`src/rtl/read_axi_buffer_pkg.sv`:
```
`default_nettype none
// ============================================================================
// Module   : read_axi_buffer_pkg
// Purpose  : Shared cache-subsystem constants: AXI burst/size codes, read
//            buffer state encoding and default line size.
// Revision : 1.0 - initial release
// ============================================================================
package read_axi_buffer_pkg;

    localparam logic [1:0] c_BURST_FIXED = 2'b00;
    localparam logic [1:0] c_BURST_INCR  = 2'b01;
    localparam logic [1:0] c_BURST_WRAP  = 2'b10;

    localparam logic [2:0] c_AXI_SIZE_1B = 3'd0;
    localparam logic [2:0] c_AXI_SIZE_2B = 3'd1;
    localparam logic [2:0] c_AXI_SIZE_4B = 3'd2;
    localparam logic [2:0] c_AXI_SIZE_8B = 3'd3;

    // Shared with the write buffer so both sides agree on the line geometry.
    localparam int c_LINE_SIZE_DEFAULT = 16;

    typedef enum logic [1:0] {
        RB_IDLE      = 2'd0,
        RB_WAIT_ADDR = 2'd1,
        RB_WAIT_DATA = 2'd2,
        RB_DONE      = 2'd3
    } rb_state_t;

endpackage
`default_nettype wire

```
`src/rtl/read_axi_buffer.sv`:
```
`default_nettype none
// ============================================================================
// Module   : read_axi_buffer
// Purpose  : AXI4 read initiator for cache refills (line burst or single
//            uncached beat). Optional macro: CRITICAL_WORD_FIRST_EN.
// Revision : 1.0 - initial release
// ============================================================================
module read_axi_buffer
    import read_axi_buffer_pkg::*;
#(
    parameter int LINE_SIZE = c_LINE_SIZE_DEFAULT
) (
    input  logic                   clk,
    input  logic                   rst,
    input  logic                   en,
    input  logic                   uncached,
    input  logic [31:0]            addr,
    input  logic [2:0]             size,
    output logic                   empty,
    output logic                   done,
    output logic [LINE_SIZE*8-1:0] line_data,
    output logic [31:0]            word_data,
    output logic [31:0]            axi_araddr,
    output logic [7:0]             axi_arlen,
    output logic [2:0]             axi_arsize,
    output logic [1:0]             axi_arburst,
    output logic                   axi_arvalid,
    input  logic                   axi_arready,
    input  logic [31:0]            axi_rdata,
    input  logic                   axi_rlast,
    input  logic                   axi_rvalid,
    output logic                   axi_rready
);

    localparam int c_N     = LINE_SIZE / 4;
    localparam int c_OFF   = $clog2(LINE_SIZE);
    localparam int c_IDX_W = $clog2(c_N);

    rb_state_t r_state;
    rb_state_t w_next;

    logic                      r_uncached;
    logic [c_IDX_W-1:0]        r_start;
    logic [3:0]                r_count;
    logic [c_N-1:0][31:0]      r_line;
    logic [31:0]               r_word;
    logic [31:0]               r_araddr;
    logic [7:0]                r_arlen;
    logic [2:0]                r_arsize;
    logic [1:0]                r_arburst;
    logic                      r_arvalid;

    logic [c_IDX_W-1:0]        w_idx;
    logic [3:0]                w_count_next;

    always_ff @(posedge clk) begin
        if (rst) r_state <= RB_IDLE;
        else     r_state <= w_next;
    end

    always_comb begin
        w_next = r_state;
        case (r_state)
            RB_IDLE:      if (en)                       w_next = RB_WAIT_ADDR;
            RB_WAIT_ADDR: if (axi_arready)              w_next = RB_WAIT_DATA;
            RB_WAIT_DATA: if (axi_rvalid && axi_rlast)  w_next = RB_DONE;
            RB_DONE:                                    w_next = RB_IDLE;
            default:                                    w_next = RB_IDLE;
        endcase
    end

    // Beat slot in the line; with critical-word-first the burst starts at the
    // requested word and wraps around the line.
`ifdef CRITICAL_WORD_FIRST_EN
    assign w_idx = r_uncached ? r_count[c_IDX_W-1:0]
                              : r_start + r_count[c_IDX_W-1:0];
`else
    assign w_idx = r_count[c_IDX_W-1:0];
`endif

    assign w_count_next = (r_count == 4'(c_N - 1)) ? 4'd0 : r_count + 4'd1;

    always_ff @(posedge clk) begin
        if (rst) begin
            r_uncached <= 1'b0;
            r_start    <= '0;
            r_count    <= 4'd0;
            r_line     <= '0;
            r_word     <= 32'd0;
            r_araddr   <= 32'd0;
            r_arlen    <= 8'd0;
            r_arsize   <= 3'd0;
            r_arburst  <= c_BURST_INCR;
            r_arvalid  <= 1'b0;
        end else begin
            if (r_state == RB_IDLE && en) begin
                r_uncached <= uncached;
                r_start    <= addr[c_OFF-1:2];
                r_arvalid  <= 1'b1;
                if (uncached) begin
                    r_araddr  <= addr;
                    r_arlen   <= 8'd0;
                    r_arsize  <= size;
                    r_arburst <= c_BURST_INCR;
                end else begin
                    r_arlen   <= 8'(c_N - 1);
                    r_arsize  <= c_AXI_SIZE_4B;
`ifdef CRITICAL_WORD_FIRST_EN
                    r_araddr  <= {addr[31:2], 2'b00};
                    r_arburst <= c_BURST_WRAP;
`else
                    r_araddr  <= addr & ~32'(LINE_SIZE - 1);
                    r_arburst <= c_BURST_INCR;
`endif
                end
            end

            if (r_state == RB_WAIT_ADDR && axi_arready) begin
                r_arvalid <= 1'b0;
                r_count   <= 4'd0;
            end

            if (r_state == RB_WAIT_DATA && axi_rvalid) begin
                r_line[w_idx] <= axi_rdata;
                r_count       <= w_count_next;
                if (r_uncached)
                    r_word <= axi_rdata;
`ifdef CRITICAL_WORD_FIRST_EN
                else if (r_count == 4'd0)
                    r_word <= axi_rdata;
`endif
            end

`ifndef CRITICAL_WORD_FIRST_EN
            // Latch the selected word so it holds after the done cycle.
            if (r_state == RB_DONE && !r_uncached)
                r_word <= r_line[r_start];
`endif
        end
    end

`ifdef CRITICAL_WORD_FIRST_EN
    assign word_data = r_word;
`else
    assign word_data = (r_state == RB_DONE && !r_uncached) ? r_line[r_start] : r_word;
`endif

    assign empty       = (r_state == RB_IDLE);
    assign done        = (r_state == RB_DONE);
    assign axi_rready  = (r_state == RB_WAIT_DATA);
    assign line_data   = r_line;
    assign axi_araddr  = r_araddr;
    assign axi_arlen   = r_arlen;
    assign axi_arsize  = r_arsize;
    assign axi_arburst = r_arburst;
    assign axi_arvalid = r_arvalid;

endmodule
`default_nettype wire

```
`config.mk`:
```
export PLATFORM = sky130hd
export DESIGN_NAME = read_axi_buffer
export DESIGN_NICKNAME = d
export VERILOG_FILES = /design/src/rtl/read_axi_buffer_pkg.sv /design/src/rtl/read_axi_buffer.sv
export SDC_FILE = /design/constraint.sdc
export NUM_CORES = 1
export LEC_CHECK = 0
export CORE_ASPECT_RATIO = 1.5
export CORE_UTILIZATION = 35
export DETAILED_ROUTE_END_ITERATION = 12
export PLACE_DENSITY = 0.65
export SYNTH_ARGS = -nofsm -noshare
export SYNTH_HDL_FRONTEND = slang
export SYNTH_SLANG_ARGS = --single-unit
```
`constraint.sdc`:
```
create_clock -name clk -period 2.55 [get_ports clk]
set_input_delay 0.3825 -clock clk [delete_from_list [all_inputs] [get_ports clk]]
set_output_delay 0.3825 -clock clk [all_outputs]
set_load 0.005 [all_outputs]
```
==> results of run 1 <==
[critical path, delay by kind of cell (launching register included)]
kind	cells	cell delay, ns
buffers and inverters	5	0.62
and+or+nand+nor	2	0.48
DFF	1	0.36
adders and majority gates	1	0.13
AOI/OAI and AO/OA	1	0.16
[power by group]
group	total, uW	internal (uW)	switching, uW
clock	3030	1730	1300
combinational	2500	1230	1270
sequential	3700	3520	184
[metrics by stage]
stage | utilization, % | std cells
6_report | 52.7 | 1749
5_1_grt | 52.7 | 1749
4_1_cts | 52.5 | 1740
3_5_place_dp | 48.2 | 1662
3_3_place_gp | 48.2 | 1662
2_1_floorplan | - | 1127
[repair_timing]
item,in CTS,in global routing
buffers inserted,38,11
hold buffers,0,0
setup endpoints to repair,32,33
pin swaps,15,15
resized for setup,159,16
cloned,3,0
[layer usage]
layer | global-route usage, % | share of wire, %
met5 | 0 | 0
met4 | 9.85 | 3.5
met3 | 4.38 | 6.8
met2 | 43.6 | 50
met1 | 27.4 | 39
[state kept, by name, summed over array words and instances, names as in the netlist]
| signal | count |
|---|---|
| axi_araddr | 32 |
| axi_arlen | 1 |
| axi_arsize | 3 |
| axi_arvalid | 1 |
| line_data | 128 |
| r_count | 4 |
| r_start | 2 |
| r_state | 2 |
| r_uncached | 1 |
| r_word | 32 |
[Yosys cell counts, types with 3 or more instances]
library cell,number,area [sq um]
a21oi_1,169,846
inv_1,36,135
nand4_1,3,18.8
clkbuf_1,71,267
mux2i_1,64,641
nand2_1,393,1480
o21ai_0,33,165
o22a_2,22,220
buf_4,15,113
nand2b_1,3,18.8
buf_6,5,56.3
dfxtp_1,206,4120
and3_1,4,25.0
nor2_1,5,18.8
buf_2,6,30.0
ha_1,9,113
nand3_1,12,60.1
o22a_1,10,87.6
a221oi_2,30,450
[worst min path at each step]
stage,to,slack [ns],cells past startpoint
6_report,line_data[10]$_SDFFE_PP0P_,0.37,2
5_1_grt,line_data[107]$_SDFFE_PP0P_,0.39,2
4_1_cts,line_data[73]$_SDFFE_PP0P_,0.36,2
3_5_place_dp,axi_araddr[3]$_SDFFE_PP0P_,0.45,2
3_3_place_gp,axi_arsize[0]$_SDFFE_PP0P_,0.44,2
2_1_floorplan,r_word[0]$_SDFFE_PP0P_,0.44,2
[cell type report]
| class | count | area, sq um |
|---|---|---|
| Sequential cell | 206 | 4130 |
| Antenna cell | 1 | 2.50 |
| Inverter | 36 | 135 |
| Clock buffer | 27 | 588 |
| Fill cell | 2356 | 11900 |
| Multi-Input combinational cell | 786 | 4460 |
| Clock inverter | 10 | 81.3 |
| Timing Repair Buffer | 355 | 3480 |
| Tap cell | 328 | 410 |
[cells by family after synthesis]
| kind of cell | count (synthesis) |
|---|---|
| AOI/OAI and AO/OA | 274 |
| adders and majority gates | 9 |
| and+or+nand+nor | 431 |
| buffers and inverters | 135 |
| muxes | 64 |
| DFF | 206 |
| other | 2 |
==> key figures, run 1 <==
Worst setup path
  – Worst path slowest cell: or3b_4
  – CP startpoint: r_state[0]$_SDFFE_PP0P_
  – CP Max Fanout: 4
  – Most used cell, CP: buf_6
  – Reg2reg start: r_state[0]$_SDFFE_PP0P_
  – Setup crit end: word_data[12]
  – Crit start category: register
  – Worst R2R End: r_word[12]$_SDFFE_PP0P_
  – CP arrival: 2.25 ns
  – Worst reg2reg path depth: 10
  – Crit Path Class: register to output port
  – Sequence of cells on the critical path: ha_4, or3b_4, clkbuf_16, buf_6, buf_6, buf_6, o22a_1, nand2_1, buf_2
  – Setup crit end kind: output port
  – Required time of the critical path: around 2.2 ns
  – CP max stage delay: 0.42 ns
  – Register-to-Register Setup Slack: 0.41 ns

Power and ir drop
  – Peak VDD IR: 0.625 mV
  – Cell Pwr Density: 694 nW/um^2
  – Leakage: 0.00461 uW
  – Final Power: between 9000 and 10,000 uW

STA
  – Setup TNS: -0.630 ns
  – Final setup violation count: 24
  – Hold Slack: 0.370 ns
  – Tcrit/Tclk final: 103%
  – Relative slew slack: a little under three fifths
  – Clock skew: 0.00825 ns
  – Upper clock frequency limit: 379 MHz
  – Worst-Margin Slew: 0.671 ns
  – Unrepaired setup endpoints after global routing: true
  – Final hold violation count: 0
  – Slew Limit Fails: 0
  – Final worst slack: -0.0874 ns
  – Final min period: 2.64 ns

Global routing
  – Vias in the first global route: 8,859
  – Total Routing Usage GR: about a quarter
  – Total gr overflow: 0
  – First-pass GRT wire length: 49,700 microns
  – Pin count of the biggest net entering global routing: 68
  – Initial antenna violation count: 1

Detailed routing
  – DR pass1 iterations: 6
  – DRT iter0 DRCs: 564
  – Number of remaining DRC errors: 0
  – WL/cell: 18.6 microns
  – DR vias/cell: 5.13
  – WL final: 32,600 microns
  – DR vias: 8,969
  – Post-route ant nets: 0

Logic synthesis
  – Seq/Total Area, Yosys: 45.6%
  – XOR/XNOR Fraction of Synth Area: 0%
  – Multiplexer share of the synthesized area: 7.09%
  – Synthesized-area fraction occupied by adder cells: under 10%
  – Main synth FF type: dfxtp_1
  – Post-synthesis compound-gate area fraction: 20.5%
  – Synth cell types: 39
  – Synthesized area per cell: 8.06 sq um
  – Simple-gate area share of the yosys netlist: 18.8%
  – Post-synthesis cell area: 9040 sq um
  – Synth async-reset ratio: 0%
  – Largest family of logic cells by synthesized area: compound AO/OA/AOI/OAI gates
  – Synth Register Bits: 206
  – Cells after synthesis: between 1k and 1.5k
  – EDFF count, synth: 0
  – Syn. warnings: 0

CTS
  – Clk buf depth: 3
  – Clk slew on worst S/H paths: 0.07 ns
  – Sink Count: 206
  – CTS buffer count: 21
  – Clk Latency, worst-skew pair: about 0.49 ns
  – CTS tree: built
  – CTS root buf: clkbuf_16
  – Htree depth: 1

Final layout
  – Design Area, Final: 13,300 sq um
  – Commonest non-fill, non-tap cell in the layout: nand2_1
  – Nets: 1,489
  – Layout cells sized above 1: 15.6%
  – Highest-count cells in the layout ignoring fill and taps: nand2_1, clkdlybuf4s50_1, dfxtp_1
  – Syn-to-layout area delta: 47.0%

Die
  – Core area: ~25,000 sq um
  – Die area: 26,500 sq um
  – Die height: 199 microns
  – FP Rows: just over 70
  – Initial core utilization: 35.8%
  – IO Count: around 280
  – Die extent in x: 133 microns

Hold path
  – Hold path start: rst
  – Hold WC Path Type: input port to register

Placement
  – Place WS: 0.144 ns
  – DP Area: 12,100 sq um
  – I/O Buffers: 274
  – DP Wirelength: approximately 21,000 microns
  – GP Congestion: just over 0.8

Status
  – Failing checks: setup timing
  – Status: finished, violations left

Run
  – Number of max-cap violations: 0
(Power assumes the default switching activity.)
==> run 2: changes to the inputs <==
--- a/config.mk
+++ b/config.mk
@@ -5,10 +5,12 @@
 export SDC_FILE = /design/constraint.sdc
 export NUM_CORES = 1
 export LEC_CHECK = 0
+export CELL_PAD_IN_SITES_DETAIL_PLACEMENT = 0
+export CELL_PAD_IN_SITES_GLOBAL_PLACEMENT = 1
 export CORE_ASPECT_RATIO = 1.5
 export CORE_UTILIZATION = 35
 export DETAILED_ROUTE_END_ITERATION = 12
-export PLACE_DENSITY = 0.65
+export PLACE_DENSITY = 0.85
 export SYNTH_ARGS = -nofsm -noshare
 export SYNTH_HDL_FRONTEND = slang
 export SYNTH_SLANG_ARGS = --single-unit
==> run 2 against run 1 <==
Net effect: the flow still finishes with violations (setup timing); total power rose by 2.8%; global-route usage is 0.086 points lower; final cell count down 1.4%; worst hold slack worse by 0.00069 ns; cell area shrank 1.3%; clock skew up 0.0070 ns; critical path type unchanged.
==> key figures, run 2 (synthesis results as in run 1) <==
Detailed routing
  – Post-route ant nets: 0 (unchanged)
  – DR vias/cell: 5.14 (+0.26%)
  – WL/cell: 18.8 microns (+1.0%)
  – DR pass1 iterations: 7 (+1)
  – Number of remaining DRC errors: 0 (unchanged)
  – DR vias: 8,869 (-1.1%)
  – WL final: 32,500 microns (-0.35%)
  – DRT iter0 DRCs: 496 (-12%)

Placement
  – GP Congestion: 0.825 (-0.24%)
  – DP Area: 12,200 sq um (+0.22%)
  – I/O Buffers: 274 (unchanged)
  – DP Wirelength: 22,400 microns (+5.5%)
  – Place WS: 0.119 ns (-0.0257 ns)

STA
  – Final min period: 2.61 ns (-0.0301 ns)
  – Tcrit/Tclk final: 102% (-1.2 points)
  – Final hold violation count: 0 (unchanged)
  – Unrepaired setup endpoints after global routing: true
  – Worst-Margin Slew: 0.709 ns (+0.0375 ns)
  – Slew Limit Fails: 0 (unchanged)
  – Hold Slack: 0.369 ns (-0.000691 ns)
  – Final setup violation count: 13 (-46%)
  – Upper clock frequency limit: 384 MHz (+1.2%)
  – Relative slew slack: 52.6% (-2.6 points)
  – Setup TNS: -0.330 ns (+0.300 ns)
  – Clock skew: 0.0152 ns (+0.00697 ns)
  – Final worst slack: -0.0573 ns (+0.0301 ns)

CTS
  – CTS buffer count: 21 (unchanged)
  – Clk slew on worst S/H paths: 0.06 ns (about the same)
  – Htree depth: 1 (unchanged)
  – Sink Count: 206 (unchanged)
  – Cts hold-fix bufs: 0 (unchanged)
  – Clk Latency, worst-skew pair: 0.50 ns (about the same)
  – Clk buf depth: 3 (unchanged)
  – CTS root buf: clkbuf_16
  – CTS tree: built

Final layout
  – Commonest non-fill, non-tap cell in the layout: nand2_1
  – ANT cells: 0 (-1)
  – Syn-to-layout area delta: 45.1%
  – Layout cells sized above 1: 14.0% (-1.6 points)
  – Max reg flops: 128 (unchanged)
  – Highest-count cells in the layout ignoring fill and taps: nand2_1, clkdlybuf4s50_1, dfxtp_1
  – Design Area, Final: 13,100 sq um (-1.3%)
  – Nets: 1,467 (-1.5%)

Worst setup path
  – Setup crit end kind: output port
  – Crit Path Class: register to output port
  – CP Max Fanout: 5 (+1)
  – CP arrival: 2.22 ns (-0.03 ns)
  – Crit start category: register
  – Reg2reg start: r_state[0]$_SDFFE_PP0P_
  – Required time of the critical path: 2.17 ns (about the same)
  – CP startpoint: r_state[1]$_SDFFE_PP0P_

Hold path
  – Hold WC Path Type: input port to register
  – Hold path start: rst

Die
  – Die extent in x: 133 microns (unchanged)
  – IO Count: 283 (unchanged)
  – FP Rows: 71 (unchanged)
  – Die area: 26,500 sq um (unchanged)
  – Initial core utilization: 35.8% (unchanged)
  – Die height: 199 microns (unchanged)
  – Core area: 25,200 sq um (unchanged)

Power and ir drop
  – Comb power frac: 25.6% (-1.5 points)
  – Sw Ratio: 29.0% (-0.81 points)
  – Cell Pwr Density: 723 nW/um^2 (+4.2%)
  – Peak VDD IR: 0.642 mV (+2.8%)
  – Final Power: 9490 uW (+2.8%)
  – Reported net switching power: 2750 uW (about the same)
  – Cell internal pwr: 6730 uW (+4.0%)
  – Clock network power share: 35.3% (+2.5 points)
  – Flop pwr share: 39.1% (-1.0 points)
  – Leakage: 0.00455 uW (-1.3%)

Global routing
  – Total Routing Usage GR: 23.9% (-0.086 points)
  – Total gr overflow: 0 (unchanged)
  – Initial antenna violation count: 0 (-1)
  – Vias in the first global route: 8,796 (-0.71%)
  – Pin count of the biggest net entering global routing: 72 (+5.9%)
  – First-pass GRT wire length: 49,300 microns (-0.87%)

Run
  – Number of max-cap violations: 0 (unchanged)

Status
  – Status: finished, violations left
  – Failing checks: setup timing
-- run 2: cell types whose count changed in the layout (fill, tap and decap cells not counted), sizes merged --
cell | previous run | this run
buf | 111 | 65
bufinv | 1 | 4
clkbuf | 28 | 51
clkinv | 8 | 3
clkinvlp | 1 | 0
diode | 1 | 0
dlymetal6s2s | 0 | 2
inv | 36 | 37
-- run 2: layer usage --
layer	global-route usage (%)	routed length, microns	vias up
met1	27.4	12700	4186
met2	43.9	16600	358
met5	0	0	-
li1	-	-	4267
met4	8.42	936	0
met3	4.49	2280	58
-- run 2: path summary, 6_finish.rpt --
path | slack [ns] | to | depth (start not counted)
setup / recovery | -0.06 | word_data[26] | 8
hold / removal | 0.37 | line_data[97]$_SDFFE_PP0P_ | 2
setup reg to reg | 0.48 | r_word[4]$_SDFFE_PP0P_ | 7
hold reg to reg | 0.45 | axi_araddr[3]$_SDFFE_PP0P_ | 2
-- run 2: final cells by class --
class | instances | area [sq um]
Fill cell | 2412 | 12100
Multi-Input combinational cell | 786 | 4440
Sequential cell | 206 | 4130
Timing Repair Buffer | 333 | 3260
Clock buffer | 28 | 592
Tap cell | 328 | 410
Clock inverter | 8 | 144
Inverter | 36 | 135
-- run 2: power groups by stage --
stage	registers [uW]	clock network (uW)	logic (uW)
after floorplan	3730	0	1240
after global placement	3750	0	2340
after detailed placement	3770	0	2360
after CTS	3710	3410	2350
after global routing	3750	3510	2640
final	3710	3350	2430
-- run 2: critical path: stages, from the launching register on --
cell,delay [ns]
dfxtp_2,0.35
ha_4,0.15
or3b_4,0.41
buf_12,0.15
buf_4,0.14
clkbuf_16,0.15
o22a_2,0.20
nand2_1,0.06
buf_2,0.11
-- run 2: timing repair --
| action | CTS | global route |
|---|---|---|
| cloned | 0 | 3 |
| pin swaps | 1 | 3 |
| buffers inserted | 1 | 16 |
| setup endpoints to repair | 32 | 22 |
| resized for setup | 38 | 84 |
-- run 2: through the flow --
step           util [%]  std cells
2_1_floorplan         -       1127
3_3_place_gp       48.3       1669
3_5_place_dp       48.3       1669
4_1_cts            51.3       1706
5_1_grt            52.0       1725
6_report           52.0       1725
==> run 3: changes to the inputs <==
--- a/config.mk
+++ b/config.mk
@@ -10,7 +10,9 @@
 export CORE_ASPECT_RATIO = 1.5
 export CORE_UTILIZATION = 35
 export DETAILED_ROUTE_END_ITERATION = 12
+export MAX_ROUTING_LAYER = met4
 export PLACE_DENSITY = 0.85
+export RECOVER_POWER = 100
 export SYNTH_ARGS = -nofsm -noshare
 export SYNTH_HDL_FRONTEND = slang
 export SYNTH_SLANG_ARGS = --single-unit
==> run 3 against run 2 <==
Net effect: the flow still finishes with violations (setup timing); register-to-register slack worse by 0.13 ns; global-route usage rose by 0.70 points; via count up 0.47%; worst hold slack got worse by 0.010 ns; maximum frequency is 0.18% higher; final cell count stayed put; wire length is 0.14% lower; non-clock buffer count is the same; count of clock-buffer cells in the layout is the same; critical path type unchanged; sequential share of layout area hardly changed; critical path depth unchanged; die area unchanged.
==> key figures, run 3 (synthesis results as in run 1) <==
Final layout
  – Final Util: 51.9% (-0.074 points)
  – Syn-to-layout area delta: 44.9%
  – Design Area, Final: 13,100 sq um (-0.14%)
  – Max reg flops: 128 (unchanged)
  – ANT cells: 0 (unchanged)
  – # fillers: 2,416 (+0.17%)
  – Commonest non-fill, non-tap cell in the layout: nand2_1
  – Layout cells sized above 1: 13.8% (-0.14 points)
  – Nets: 1,467 (unchanged)
  – Highest-count cells in the layout ignoring fill and taps: nand2_1, dfxtp_1, a21oi_1

STA
  – Tcrit/Tclk final: 102% (-0.18 points)
  – Slew Limit Fails: 0 (unchanged)
  – Final hold violation count: 0 (unchanged)
  – Upper clock frequency limit: 384 MHz (+0.18%)
  – Clock skew: 0.0134 ns (-0.00178 ns)
  – Final setup violation count: 12 (-1)
  – Final worst slack: -0.0527 ns (+0.00456 ns)
  – Final min period: 2.60 ns (-0.00456 ns)
  – Worst-Margin Slew: 0.711 ns (+0.00187 ns)
  – Setup TNS: -0.339 ns (-0.00872 ns)
  – Relative slew slack: 52.5% (-0.12 points)
  – Unrepaired setup endpoints after global routing: true

Global routing
  – Initial antenna violation count: 0 (unchanged)
  – Busiest grt layer: met2
  – Met2 Usage GRT: 44.0% (+0.097 points)
  – Global routing met1 resource utilization: 27.7% (+0.28 points)
  – Vias in the first global route: 8,811 (+0.17%)
  – First-pass GRT wire length: 49,200 microns (-0.17%)
  – Total gr overflow: 0 (unchanged)
  – Grt met3 use: 3.98% (-0.51 points)
  – Pin count of the biggest net entering global routing: 72 (unchanged)
  – Total Routing Usage GR: 24.6% (+0.70 points)

CTS
  – CTS buffer count: 21 (unchanged)
  – Clk slew on worst S/H paths: 0.06 ns (about the same)
  – CTS tree: built
  – Sink Count: 206 (unchanged)
  – Clk Latency, worst-skew pair: 0.51 ns (about the same)
  – Cts hold-fix bufs: 0 (unchanged)
  – Clk buf depth: 3 (unchanged)
  – CTS root buf: clkbuf_16
  – Htree depth: 1 (unchanged)

Power and ir drop
  – Final Power: 9390 uW (-1.0%)
  – Peak VDD IR: 0.638 mV (-0.75%)
  – Leakage: 0.00510 uW (+12%)
  – Cell Pwr Density: 717 nW/um^2 (-0.88%)

Placement
  – I/O Buffers: 274 (unchanged)
  – GP Congestion: 0.838 (+1.6%)
  – DP Area: 12,200 sq um (unchanged)
  – DP Wirelength: 22,400 microns (unchanged)

Worst setup path
  – CP arrival: 2.22 ns (about the same)
  – Setup crit end kind: output port
  – Required time of the critical path: 2.17 ns (about the same)
  – Crit start category: register
  – Worst path top cell family by delay: buffers and inverters
  – Worst path slowest cell: or3b_4
  – CP max stage delay: 0.41 ns (about the same)
  – WP buf/inv: 4 (unchanged)
  – Crit Path Class: register to output port
  – CP Max Fanout: 5 (unchanged)
  – Sequence of cells on the critical path: ha_4, or3b_4, buf_12, buf_4, clkbuf_16, o22a_2, nand2_1, buf_2

Die
  – Die area: 26,500 sq um (unchanged)
  – Core area: 25,200 sq um (unchanged)
  – IO Count: 283 (unchanged)
  – Initial core utilization: 35.8% (unchanged)
  – FP Rows: 71 (unchanged)
  – Die extent in x: 133 microns (unchanged)
  – Die height: 199 microns (unchanged)

Detailed routing
  – DRT iter0 DRCs: 478 (-3.6%)
  – Number of remaining DRC errors: 0 (unchanged)
  – Post-route ant nets: 0 (unchanged)
  – DR vias: 8,911 (+0.47%)
  – WL/cell: 18.8 microns (-0.14%)
  – DR pass1 iterations: 6 (-1)
  – WL final: 32,400 microns (-0.14%)
  – DR vias/cell: 5.17 (+0.47%)

Hold path
  – Hold WC Path Type: input port to register

Status
  – Status: finished, violations left
  – Failing checks: setup timing

Run
  – Number of max-cap violations: 0 (unchanged)
[run 3: changes by cell type in the layout (fill, tap and decap cells not counted), sizes merged]
cell / before / now
clkdlybuf4s50: 241 / 76
dlygate4sd3: 0 / 165
clkbuf: 51 / 54
buf: 65 / 62
[run 3: layout make-up]
type | count | area, sq um | area share, %
Clock buffer | 28 | 592 | 4.52
Clock inverter | 8 | 144 | 1.10
Inverter | 36 | 135 | 1.03
Multi-Input combinational cell | 786 | 4440 | 33.9
Sequential cell | 206 | 4130 | 31.6
Tap cell | 328 | 410 | 3.13
Timing Repair Buffer | 333 | 3240 | 24.8
[run 3: path summary, 6_finish.rpt]
| check | start | end | slack, ns | cells after the start |
|---|---|---|---|---|
| worst min-delay path | rst | line_data[97]$_SDFFE_PP0P_ | 0.36 | 2 |
| worst max register to register | r_state[1]$_SDFFE_PP0P_ | axi_araddr[19]$_SDFFE_PP0P_ | 0.35 | 7 |
| worst min register to register | axi_araddr[3]$_SDFFE_PP0P_ | axi_araddr[3]$_SDFFE_PP0P_ | 0.45 | 2 |
| worst max-delay path | r_state[1]$_SDFFE_PP0P_ | word_data[26] | -0.05 | 8 |
[run 3: stage by stage]
stage | setup WS [ns] | std cells | hold WS, ns
after floorplan | 0.738 | 1127 | 0.442
after global placement | 0.143 | 1669 | 0.437
after detailed placement | 0.119 | 1669 | 0.445
after CTS | -0.234 | 1706 | 0.363
after global routing | -0.101 | 1725 | 0.390
final | -0.0527 | 1725 | 0.359
[run 3: what timing repair did]
| item | in CTS | in global routing |
|---|---|---|
| pin swaps | 1 | 3 |
| endpoints found under the hold margin | 0 | 0 |
| buffers inserted | 1 | 16 |
| gates resized for setup | 38 | 84 |
| gates cloned | 0 | 3 |
| setup endpoints to repair | 32 | 23 |
[run 3: per-layer routing]
metal	routed length (microns)	vias up
li1	-	4262
met1	12800	4249
met2	16700	343
met3	2060	57
met4	896	0
met5	0	-
[run 3: report_power, final]
group	total, uW	internal, uW	switching (uW)
sequential	3700	3510	184
clock	3350	2030	1320
combinational	2340	1100	1240
